--- src/rtl/i2c_arbiter.sv ---
// Two-port round-robin sequencer that shares one i2c_dri master between two requesters.
// Each port command is captured, issued as a single i2c_exec pulse and completed back to its owner.
module i2c_arbiter #(
  parameter logic [15:0] TIMEOUT_CYC = 16'd4096
) (
  input  logic        clk,
  input  logic        rst_n,
  input  logic        req0_exec,
  input  logic        req0_rh_wl,
  input  logic [15:0] req0_addr,
  input  logic [7:0]  req0_data_w,
  input  logic        req0_bit_ctrl,
  output logic        req0_busy,
  output logic        req0_done,
  output logic        req0_ack,
  output logic        req0_timeout,
  output logic [7:0]  req0_data_r,
  input  logic        req1_exec,
  input  logic        req1_rh_wl,
  input  logic [15:0] req1_addr,
  input  logic [7:0]  req1_data_w,
  input  logic        req1_bit_ctrl,
  output logic        req1_busy,
  output logic        req1_done,
  output logic        req1_ack,
  output logic        req1_timeout,
  output logic [7:0]  req1_data_r,
  output logic        i2c_exec,
  output logic        i2c_rh_wl,
  output logic [15:0] i2c_addr,
  output logic [7:0]  i2c_data_w,
  output logic        bit_ctrl,
  input  logic        i2c_done,
  input  logic        i2c_ack,
  input  logic [7:0]  i2c_data_r
);

  localparam int CW = $clog2(TIMEOUT_CYC) + 1;
  localparam logic [CW-1:0] TERM = CW'(TIMEOUT_CYC - 16'd1);

  typedef enum logic [1:0] {S_IDLE, S_ISSUE, S_WAIT, S_DRAIN} state_t;

  logic [1:0]  exec_v, rhwl_v, bitc_v;
  logic [15:0] addr_v  [2];
  logic [7:0]  dataw_v [2];

  assign exec_v     = {req1_exec, req0_exec};
  assign rhwl_v     = {req1_rh_wl, req0_rh_wl};
  assign bitc_v     = {req1_bit_ctrl, req0_bit_ctrl};
  assign addr_v[0]  = req0_addr;
  assign addr_v[1]  = req1_addr;
  assign dataw_v[0] = req0_data_w;
  assign dataw_v[1] = req1_data_w;

  state_t      state_q, state_d;
  logic [1:0]  pending_q;
  logic [1:0]  clear_v;
  logic [1:0]  hold_rhwl_q, hold_bitc_q;
  logic [15:0] hold_addr_q  [2];
  logic [7:0]  hold_dataw_q [2];
  logic        grant_q, grant_d;
  logic        last_q, last_d;
  logic [CW-1:0] cnt_q, cnt_d;
  logic        exec_q, exec_d;
  logic        m_rhwl_q, m_rhwl_d;
  logic [15:0] m_addr_q, m_addr_d;
  logic [7:0]  m_dataw_q, m_dataw_d;
  logic        m_bitc_q, m_bitc_d;
  logic [1:0]  done_q, done_d;
  logic [1:0]  ack_q, ack_d;
  logic [1:0]  to_q, to_d;
  logic [7:0]  datar_q [2];
  logic [7:0]  datar_d [2];

  always_comb begin
    state_d   = state_q;
    grant_d   = grant_q;
    last_d    = last_q;
    cnt_d     = cnt_q;
    exec_d    = 1'b0;
    m_rhwl_d  = m_rhwl_q;
    m_addr_d  = m_addr_q;
    m_dataw_d = m_dataw_q;
    m_bitc_d  = m_bitc_q;
    done_d    = 2'b00;
    ack_d     = ack_q;
    to_d      = to_q;
    datar_d   = datar_q;
    clear_v   = 2'b00;
    case (state_q)
      S_IDLE: begin
        if (|pending_q) begin
          // Prefer the port that did not finish last; fall back to whichever is pending.
          grant_d   = pending_q[~last_q] ? ~last_q : last_q;
          m_rhwl_d  = hold_rhwl_q[grant_d];
          m_addr_d  = hold_addr_q[grant_d];
          m_dataw_d = hold_dataw_q[grant_d];
          m_bitc_d  = hold_bitc_q[grant_d];
          exec_d    = 1'b1;
          state_d   = S_ISSUE;
        end
      end
      S_ISSUE: begin
        cnt_d   = '0;
        state_d = S_WAIT;
      end
      S_WAIT: begin
        if (i2c_done) begin
          done_d[grant_q]  = 1'b1;
          ack_d[grant_q]   = i2c_ack;
          to_d[grant_q]    = 1'b0;
          if (m_rhwl_q) datar_d[grant_q] = i2c_data_r;
          clear_v[grant_q] = 1'b1;
          last_d           = grant_q;
          state_d          = S_IDLE;
        end else if (cnt_q == TERM) begin
          done_d[grant_q]  = 1'b1;
          ack_d[grant_q]   = 1'b1;
          to_d[grant_q]    = 1'b1;
          clear_v[grant_q] = 1'b1;
          last_d           = grant_q;
          cnt_d            = '0;
          state_d          = S_DRAIN;
        end else begin
          cnt_d = cnt_q + 1'b1;
        end
      end
      S_DRAIN: begin
        // The master may still be mid-transfer; hold off new issues until it settles.
        if (i2c_done || cnt_q == TERM) begin
          cnt_d   = '0;
          state_d = S_IDLE;
        end else begin
          cnt_d = cnt_q + 1'b1;
        end
      end
      default: state_d = S_IDLE;
    endcase
  end

  always_ff @(posedge clk or negedge rst_n) begin
    if (!rst_n) begin
      state_q     <= S_IDLE;
      pending_q   <= 2'b00;
      hold_rhwl_q <= 2'b00;
      hold_bitc_q <= 2'b00;
      grant_q     <= 1'b0;
      last_q      <= 1'b1;
      cnt_q       <= '0;
      exec_q      <= 1'b0;
      m_rhwl_q    <= 1'b0;
      m_addr_q    <= 16'h0000;
      m_dataw_q   <= 8'h00;
      m_bitc_q    <= 1'b0;
      done_q      <= 2'b00;
      ack_q       <= 2'b00;
      to_q        <= 2'b00;
      for (int i = 0; i < 2; i++) begin
        hold_addr_q[i]  <= 16'h0000;
        hold_dataw_q[i] <= 8'h00;
        datar_q[i]      <= 8'h00;
      end
    end else begin
      state_q   <= state_d;
      grant_q   <= grant_d;
      last_q    <= last_d;
      cnt_q     <= cnt_d;
      exec_q    <= exec_d;
      m_rhwl_q  <= m_rhwl_d;
      m_addr_q  <= m_addr_d;
      m_dataw_q <= m_dataw_d;
      m_bitc_q  <= m_bitc_d;
      done_q    <= done_d;
      ack_q     <= ack_d;
      to_q      <= to_d;
      datar_q   <= datar_d;
      for (int i = 0; i < 2; i++) begin
        if (exec_v[i] && !pending_q[i]) begin
          pending_q[i]    <= 1'b1;
          hold_rhwl_q[i]  <= rhwl_v[i];
          hold_bitc_q[i]  <= bitc_v[i];
          hold_addr_q[i]  <= addr_v[i];
          hold_dataw_q[i] <= dataw_v[i];
        end else if (clear_v[i]) begin
          pending_q[i] <= 1'b0;
        end
      end
    end
  end

  assign req0_busy    = pending_q[0];
  assign req1_busy    = pending_q[1];
  assign req0_done    = done_q[0];
  assign req1_done    = done_q[1];
  assign req0_ack     = ack_q[0];
  assign req1_ack     = ack_q[1];
  assign req0_timeout = to_q[0];
  assign req1_timeout = to_q[1];
  assign req0_data_r  = datar_q[0];
  assign req1_data_r  = datar_q[1];
  assign i2c_exec     = exec_q;
  assign i2c_rh_wl    = m_rhwl_q;
  assign i2c_addr     = m_addr_q;
  assign i2c_data_w   = m_dataw_q;
  assign bit_ctrl     = m_bitc_q;

endmodule

--- config.mk ---
export PLATFORM = sky130hd
export DESIGN_NAME = i2c_arbiter
export DESIGN_NICKNAME = d
export VERILOG_FILES = /design/src/rtl/i2c_arbiter.sv
export SDC_FILE = /design/constraint.sdc
export NUM_CORES = 1
export LEC_CHECK = 0
export ABC_AREA = 1
export CORE_MARGIN = 1
export CORE_UTILIZATION = 30
export DETAILED_ROUTE_END_ITERATION = 8
export RECOVER_POWER = 50
export SLEW_MARGIN = 5
export SYNTH_ARGS = -nofsm -noshare
export SYNTH_HDL_FRONTEND = slang
export SYNTH_SLANG_ARGS = --single-unit
--- constraint.sdc ---
create_clock -name clk -period 1.9 [get_ports clk]
set_clock_uncertainty 0.2 [all_clocks]
set_input_delay 0.19 -clock clk [delete_from_list [all_inputs] [get_ports clk]]
set_output_delay 0.19 -clock clk [all_outputs]
set_load 0.03 [all_outputs]
==> metrics.md <==
| Metric | Value |
|---|---|
| Main combinational cell family by area after synthesis | simple AND/OR/NAND/NOR gates |
| Average wire per standard cell | 14.6 um |
| N_diodes | 0 |
| Peak supply drop | 0.690 mV |
| Mux contribution to synthesized area | 11.6% |
| GRT overflow | 0 |
| CP cell instances | clkdlybuf4s50_1 |
| Hold Crit Class | in2reg |
| Register area share after synthesis | 59.3% |
| Initial antenna violation count | 0 |
| Gate power share | 40.7% |
| Mean Syn Cell Area | between 10 and 15 sq um |
| Pleak | around 3.3 nW |
| Buffers & Inverters on Critical Path | 1 |
| Switching Fraction | roughly two fifths |
| WHS Endpoint | req1_data_r[5] |
| Place WS | 0.0313 ns |
| Die area | between 0.015 and 0.02 sq mm |
| Switching power | approximately 4.8 mW |
| Chip width | 132 um |
| CP Launch Point | i2c_addr[5] |
| Measured slew at the worst slew-check pin | around 0.83 ns |
| First-pass GRT wire length | 20900 um |
| Core area | 0.0165 sq mm |
| Post-DP HPWL | roughly 8500 um |
| Hold Path Origin | i2c_data_r[5] |
| Maxcap violations | 0 |
| Synth Area in Adders | less than 1% |
| Hold slack | 0.176 ns |
| Pre-Repair DR Iteration Count | 4 |
| WHS Path Cells | 3 |
| Yosys reg bits | 120 |
| Synth Net Count | around 540 |
| Starting density of the core | around 30% |
| CP Capture Type | output pin |
| Period minus WS final | ~1.9 ns |
| Critical path class | reg2out |
| Most frequent cells in the layout | 119 x dfrtp_1, 101 x clkdlybuf4s50_1, 95 x nand2_1, 52 x mux2_2, 48 x o21ai_0 |
| Fraction of layout cells with a size suffix above 1 | 21.7% |
| CTS max path bufs | 2 |
| Die height | about 130 um |
| Final period util | 97.8% |
| Total track usage | 15.4% |
| Critical path arrival | between 1 and 1.5 ns |
| Clk sinks | 120 |
| CTS root buffer | clkbuf_16 |
| Worst skew pair latency | 0.41 ns |
| RR Endpoint | req0_data_r[2] |
| Internal cell power | between 7 and 8 mW |
| Total CTS buffers | 17 |
| WP depth | 1 |
| Simple-gate portion of the synthesized area | 13.3% |
| YS warnings | 0 |
| Max-slew violations | 0 |
| Seq pwr share | 34.7% |
| CTS HTree Levels | 4 |
| Area Overhead vs Synth | 41.9% |
| Synth Area in Compound Gates | between 10% and 20% |
| Final Util | 43.5% |
| Max incr delay on CP | 0.68 ns |
| Power per standard cell area | about 1800 mW/mm^2 |
| Worst Path Max Fanout | 2 |
| Largest net degree at the start of global routing | 32 |
| CP max stage cell | clkdlybuf4s50_1 |
| I/O pin cnt | 117 |
| Setup TNS | 0 ns |
| Clock Power Share | 24.6% |
| Dpl cells | 813 |
| Routed wire length | 12400 um |
| Cell variety after synth | 30 |
| Most common cell after layout, fill and taps aside | dfrtp_1 |
| Nets | 680 |
| 1st-iter DRT viols | roughly 150 |
| Post-Synthesis Cells | 476 |
| Reg2Reg Setup Slack | 0.15 ns |
| Post-route DRC | 0 |
| Mapped Area | 0.00507 sq mm |
| Startpoint Class | register |
| Endpoints failing setup | 0 |
| Worst slew margin | 44.6% |
| Clock-pin slew on the worst setup and hold paths | 0.06 ns |
| Max Clk Rate | about 540 MHz |
| Finished Layout Cells | 846 |
| Reg2reg path depth | 7 |
| Routability cong. | 0.774 |
| FF-to-FF Start | state_q[1] |
| CTS tree | yes |
| Worst endpoint required time | 1.51 ns |
| DRT antenna net count | 0 |
| Detailed-route via count | 3868 |
| RSZ-0062 raised after global routing | true |
| Vias in the first global route | 4124 |
| Status | completed |
| Standard-cell rows | 47 |
| Worst setup margin | 0.0420 ns |
| Final Hold Fails | 0 |
| Synth Area in XOR/XNOR | 0.518% |
| Via/cell ratio | 4.57 |
| Critical path's top delay family | buffers and inverters |
| IO Port Bufs | 116 |
per-layer routing:
metal	up-vias	global-route usage [%]	part of all wire, %
li1	1860	-	-
met4	0	5.43	1.4
met5	-	0	0
met1	1879	19.3	44
met2	117	24.1	47
met3	12	6.31	7.6
cell usage after synthesis (all sizes together):
| master | number | area share [%] |
|---|---|---|
| o211ai | 2 | 0.30 |
| o21bai | 1 | 0.15 |
| nand4 | 8 | 0.99 |
| clkinv | 1 | 0.074 |
| dfstp | 1 | 0.52 |
| a21oi | 7 | 0.69 |
| xor2 | 2 | 0.35 |
| mux2 | 52 | 12 |
| dfrtp | 119 | 59 |
| xnor2 | 1 | 0.17 |
| nand3 | 13 | 1.5 |
| o31ai | 1 | 0.15 |
| o22ai | 2 | 0.25 |
| o21ai | 78 | 9.3 |
| or2 | 1 | 0.12 |
| nand2 | 98 | 7.5 |
| clkbuf | 5 | 0.37 |
| inv | 31 | 2.3 |
| ha | 1 | 0.25 |
| buf | 12 | 1.6 |
| nor2 | 40 | 3.1 |
how the worst max path moves through the flow:
stage	end	slack, ns
floorplan	hold_addr_q[0]	0.1
global placement	ack_q[0]	0.07
detailed placement	req0_data_r[2]	0.03
CTS	req0_ack	0.002
global route	req0_data_r[7]	-0.01
finish	i2c_addr[5]	0.04
per-stage QoR:
step	power [mW]	instance area, sq um
after floorplan	7.55	5070
after global placement	9.54	6620
after detailed placement	9.69	6620
after CTS	12.9	7210
after global routing	13.5	7190
final	12.6	7190
registers in the layout, summed over array words and instances, names as in the netlist, 8 cells and up, named ones only:
signal        flops
cnt_q            13
hold_addr_q      32
hold_dataw_q     16
i2c_addr         16
i2c_data_w        8
req0_data_r       8
req1_data_r       8
area by class of cell:
type                    count  area (sq um)
multi-input cells         307          1870
repair buffers            135          1340
fillers                  1542          9330
clock inverters            15           156
well taps                 220           275
flip-flops and latches    120          3000
clock buffers              17           425
inverters                  32           123
repair_timing:
action                                  4_1_cts  5_1_grt
buffers inserted                              0        0
gates resized for setup                       3       17
endpoints found under the setup margin        3       41
hold endpoints to repair                    119        0
pin swaps                                     0        0
hold buffers                                  1        0
power groups by stage:
stage / combinational [mW] / sequential, mW / clock [mW]
6_report: 5.15 / 4.39 / 3.11
2_1_floorplan: 2.29 / 5.27 / 0
3_5_place_dp: 5.27 / 4.43 / 0
4_1_cts: 5.28 / 4.40 / 3.19
5_1_grt: 5.66 / 4.56 / 3.32
3_3_place_gp: 5.13 / 4.40 / 0
cells by family (layout without fill, tap and decap cells):
kind of cell | Yosys count | after routing
AND/OR/NAND/NOR | 160 | 160
flip-flops | 120 | 120
AO/OA/AOI/OAI | 91 | 91
multiplexers | 52 | 52
buffers and inverters | 49 | 199
XOR/XNOR | 3 | 3
adder cells (fa/ha/maj) | 1 | 1
Power figures use the tool's default switching activity.
